==> config.mk <==
export PLATFORM = sky130hd
export DESIGN_NAME = run_ctrl_sro
export DESIGN_NICKNAME = d
export VERILOG_FILES = /design/src/rtl/run_ctrl_sro.sv
export SDC_FILE = /design/constraint.sdc
export NUM_CORES = 1
export LEC_CHECK = 0
export BUFFER_PORTS_ARGS = -buffer_cell sky130_fd_sc_hd__buf_2
export CAP_MARGIN = 30
export CORE_ASPECT_RATIO = 0.7
export CORE_MARGIN = 4
export CORE_UTILIZATION = 50
export CTS_CLUSTER_DIAMETER = 120
export DETAILED_ROUTE_END_ITERATION = 7
export PLACE_DENSITY = 0.67
export SKIP_CTS_REPAIR_TIMING = 1
export SYNTH_ARGS = -nofsm -noshare
export SYNTH_HDL_FRONTEND = slang
export SYNTH_SLANG_ARGS = --single-unit
==> constraint.sdc <==
create_clock -name clk -period 3.85 [get_ports clk]
set_clock_uncertainty 0.1 [all_clocks]
set_input_delay 0.77 -clock clk [delete_from_list [all_inputs] [get_ports clk]]
set_output_delay 0.77 -clock clk [all_outputs]
set_load 0.02 [all_outputs]
==> src/rtl/run_ctrl_sro.sv <==
// run_ctrl_sro: sequences one program run on the SRO core (go -> start pulse -> halt/watchdog -> done).
// Optional build macro RUN_CTRL_AUTO_ACK_EN: DONE/TOUT self-clear after one cycle and ack_i is unused.
module run_ctrl_sro #(
   parameter int CNT_W     = 32,
   parameter int START_CYC = 2,
   parameter int TIMEOUT   = 1000000
) (
   input  logic             clk,
   input  logic             rst_n,
   input  logic             go_i,
   input  logic             ack_i,
   input  logic             halt_i,
   output logic             start_o,
   output logic             busy_o,
   output logic             done_o,
   output logic             timeout_o,
   output logic [CNT_W-1:0] cycles_o
);
   localparam int ST_W = START_CYC > 1 ? $clog2(START_CYC) : 1;
   typedef enum logic [2:0] {IDLE, START, RUN, DONE, TOUT} state_t;
   state_t           state_q, state_d;
   logic [ST_W-1:0]  st_cnt_q, st_cnt_d;
   logic [CNT_W-1:0] run_cnt_q, run_cnt_d, cycles_q, cycles_d, run_inc;
   logic             ack_w;
`ifdef RUN_CTRL_AUTO_ACK_EN
   logic unused_ack;
   assign unused_ack = ack_i;
   assign ack_w      = 1'b1;
`else
   assign ack_w = ack_i;
`endif
   assign run_inc = run_cnt_q + CNT_W'(1);
   // state and counter registers; async reset drops every output immediately
   always_ff @(posedge clk or negedge rst_n) begin
      if (!rst_n) begin
         state_q   <= IDLE;
         st_cnt_q  <= '0;
         run_cnt_q <= '0;
         cycles_q  <= '0;
      end else begin
         state_q   <= state_d;
         st_cnt_q  <= st_cnt_d;
         run_cnt_q <= run_cnt_d;
         cycles_q  <= cycles_d;
      end
   end
   // next state; halt is only looked at in RUN so a stale halt cannot end the start phase
   always_comb begin
      state_d   = state_q;
      st_cnt_d  = st_cnt_q;
      run_cnt_d = run_cnt_q;
      cycles_d  = cycles_q;
      unique case (state_q)
         IDLE: if (go_i) begin
            state_d  = START;
            st_cnt_d = '0;
            cycles_d = '0;
         end
         START: begin
            st_cnt_d = st_cnt_q + ST_W'(1);
            if (st_cnt_q == ST_W'(START_CYC - 1)) begin
               state_d   = RUN;
               run_cnt_d = '0;
            end
         end
         RUN: begin
            run_cnt_d = run_inc;
            if (halt_i) begin
               state_d  = DONE;
               cycles_d = run_inc;
            end else if (run_inc == CNT_W'(TIMEOUT)) begin
               state_d  = TOUT;
               cycles_d = CNT_W'(TIMEOUT);
            end
         end
         DONE, TOUT: if (ack_w) state_d = IDLE;
         default: state_d = IDLE;
      endcase
   end
   // outputs are pure state decodes plus the held cycle count
   always_comb begin
      start_o   = state_q == START;
      busy_o    = state_q == START || state_q == RUN;
      done_o    = state_q == DONE || state_q == TOUT;
      timeout_o = state_q == TOUT;
      cycles_o  = cycles_q;
   end
endmodule

==> metrics.txt <==
Syn Area/Cell=9.015 µm²; CP max stage delay=about 0.57 ns; status=completed; final setup fails=0; synth unique cells=a little over 50; post-synthesis register bit count=between 60 and 70; CTS Buffer Depth=2; Post-DRT Antenna Nets=0; Final Hold Fails=0; Area Growth Syn to Fin=14.45%; CP max FO=11; crit path time final=about 3.6 ns; GR peak layer=met2; Die Ht=between 80 and 90 µm; Diodes inserted=0; worst path bufs/invs=1; synthesized area=roughly 3900 µm²; met3 Usage GRT=5.827%; core area=7482 µm²; share of cells above drive strength 1=around 17%; CTS H-Tree Depth=3; Crit Path Category=register to register; Worst slew margin=between 40 and 50%; Post-Syn Instances=~440; most common cell after layout, fill and taps aside=dfrtp_1; Post-Route WL=around 10 mm; RSZ-0062 raised after global routing=false; GR Util All Layers=between 20% and 30%; worst hold start=cycles_o[9]$_DFFE_PN0P_; R2R setup slack=approximately 0.25 ns; GRT overflow=0; Seq/Total Area, Yosys=a little over two fifths; CTS Sinks=roughly 70; Buffers on Ports=40; initial antenna violation count=0; largest net degree at the start of global routing=69; via density per instance=roughly 6.1; PwrDens=approximately 530 nW/µm²; vias in the first global route=between 3k and 4k; CTS buffer count=9; post-DP HPWL=6.935 mm; vias=3451; fraction of registers with async set or reset after synthesis=100.0%; Max Transition Viols Final=0; hold path depth=1; commonest cells after routing, fill and taps aside=dfrtp_1 (68), o21ai_0 (47), nand2_1 (46); Initial Utilization=52.78%; Peak Freq=277.6 MHz; Die X=~110 µm; Synth Flop Type=dfrtp_1; I/O Pins=41; Tcrit/Tclk final=between 90 and 100%; Max-Cap Viols=0; LEAKAGE=between 2 and 2.5 nW; CP required=just under 4 ns; Layout Nets=472; Root Driver=clkbuf_16; WHS Endpoint=cycles_o[9]$_DFFE_PN0P_; Hold/Removal Path Class=register to register; CP Cell Sequence=nand4_1 > nor4_4 > nand3_1 > o21a_1 > o22a_1 > or4_4 > a211o_1 > buf_4 > a221o_1; # DRC=0; CTS clk-pin slew, worst paths=roughly 0.05 ns; CP max stage cell=or4_4; Worst R2R Path Depth=9; row cnt=26; maximum vdd drop=around 490 µV; TNS Setup=0 ns; slew of the pin with the lowest slew margin=about 0.88 ns; Crit path depth=9; die footprint=9406 µm²; Ys Warns=0; CP top delay family=simple AND/OR/NAND/NOR gates; CTS tree=built; EDFF count, synth=0; clock latency on the worst-skew pair=between 0.3 and 0.4 ns; met2 usage in global routing=between 30% and 40%; Post-Syn Nets=approximately 450; first-pass GRT wire length=roughly 17 mm; FF-to-FF End=cycles_o[16]$_DFFE_PN0P_; Crit. End Element=register; met1 usage=32.03%; Util after Layout=~60%; R2R Path Start=run_cnt_q[5]$_DFFE_PN0P_; TritonRoute pass-1 iters=5; crit path DAT=~3.7 ns; DR WL/cell=around 18 µm; GP Congestion=a little under 1; Layout fillers=674; drt initial violations=345; Startpoint Class=register
==> layout make-up <==
cell class                 instances  area, µm²  share of cell area (%)
clock inverter                     4      47.55                   1.052
clock buffer                      12      256.5                   5.676
timing repair buffer              51      282.8                   6.257
inverter                           5      18.77                  0.4153
multi-input combinational        330       2090                   46.23
sequential                        68       1702                   37.65
tap                               98      122.6                   2.713
==> registers in the layout (all words and copies together), names as in the netlist <==
signal,cells
st_cnt_q,1
state_q,3
cycles_o,32
run_cnt_q,32
==> synthesized netlist by cell type (3+ instances only) <==
cell type  instances  area share (%)
a211o_1            6             1.3
a21oi_1           13             1.6
a22o_1            16             3.5
and2_1             7             1.1
and3_1            11             1.7
and4_1             4            0.89
buf_2             10             1.3
clkbuf_1          23             2.2
dfrtp_1           68              43
inv_1              4            0.38
mux2i_1            3            0.76
nand2_1           46             4.4
nand3_1           23             2.9
nand3_2            3            0.76
nand4_1            7             1.1
nor2_1            40             3.8
nor3_1            10             1.3
nor3b_1            3            0.57
nor4_2             3            0.95
o21ai_0           47             6.0
o2bb2ai_1         11             2.4
o31ai_1           12             2.3
xnor2_1           17             3.8
xor2_1            15             3.3
==> per-layer routing <==
| layer | wire (µm) | up-vias |
|---|---|---|
| li1 | - | 1635 |
| met1 | 4822 | 1676 |
| met2 | 4408 | 117 |
| met3 | 723 | 23 |
| met4 | 195 | 0 |
| met5 | 0 | - |
==> where the power goes <==
group          switching [mW]  total [mW]  internal, mW
Combinational           0.497       0.707         0.210
Sequential             0.0865       0.853         0.766
Clock                   0.302       0.836         0.534
Total                   0.885        2.40          1.51
==> metrics by stage <==
step | setup slack, ns | hold WS [ns] | area [µm²] | power [mW] | cells
2_1_floorplan | 0.5059 | 0.3744 | 3949 | 1.342 | 438
3_3_place_gp | 0.3475 | 0.3686 | 4203 | 1.552 | 552
3_5_place_dp | 0.1890 | 0.3685 | 4203 | 1.567 | 552
4_1_cts | 0.1879 | 0.3864 | 4507 | 2.403 | 568
5_1_grt | 0.07470 | 0.4029 | 4519 | 2.530 | 568
6_report | 0.2482 | 0.3809 | 4519 | 2.395 | 568
==> kinds of logic after synthesis <==
family | Yosys count | synth area share (%)
flip-flops | 68 | 43.09
multiplexers | 5 | 1.331
adder cells (fa/ha/maj) | 2 | 0.6336
AND/OR/NAND/NOR | 171 | 23.07
XOR/XNOR | 32 | 7.098
AO/OA/AOI/OAI | 120 | 20.37
buffers and inverters | 40 | 4.404
==> worst max-delay path by stage <==
| stage | from | to | slack (ns) |
|---|---|---|---|
| final | run_cnt_q[5]$_DFFE_PN0P_ | cycles_o[16]$_DFFE_PN0P_ | 0.25 |
| after global routing | run_cnt_q[2]$_DFFE_PN0P_ | cycles_o[16]$_DFFE_PN0P_ | 0.07 |
| after CTS | run_cnt_q[0]$_DFFE_PN0P_ | cycles_o[16]$_DFFE_PN0P_ | 0.19 |
| after detailed placement | run_cnt_q[0]$_DFFE_PN0P_ | cycles_o[16]$_DFFE_PN0P_ | 0.19 |
| after global placement | run_cnt_q[2]$_DFFE_PN0P_ | cycles_o[16]$_DFFE_PN0P_ | 0.35 |
| after floorplan | run_cnt_q[0]$_DFFE_PN0P_ | cycles_o[9]$_DFFE_PN0P_ | 0.51 |
==> worst reg2reg max path, cell delays in order (launching register included) <==
cell and delay (ns):
dfrtp_1 0.51, nand4_1 0.30, nor4_4 0.55, nand3_1 0.19
o21a_1 0.20, o22a_1 0.21, or4_4 0.57, a211o_1 0.33
buf_4 0.18, a221o_1 0.34
Note: power is estimated with default switching activity, not from simulation.
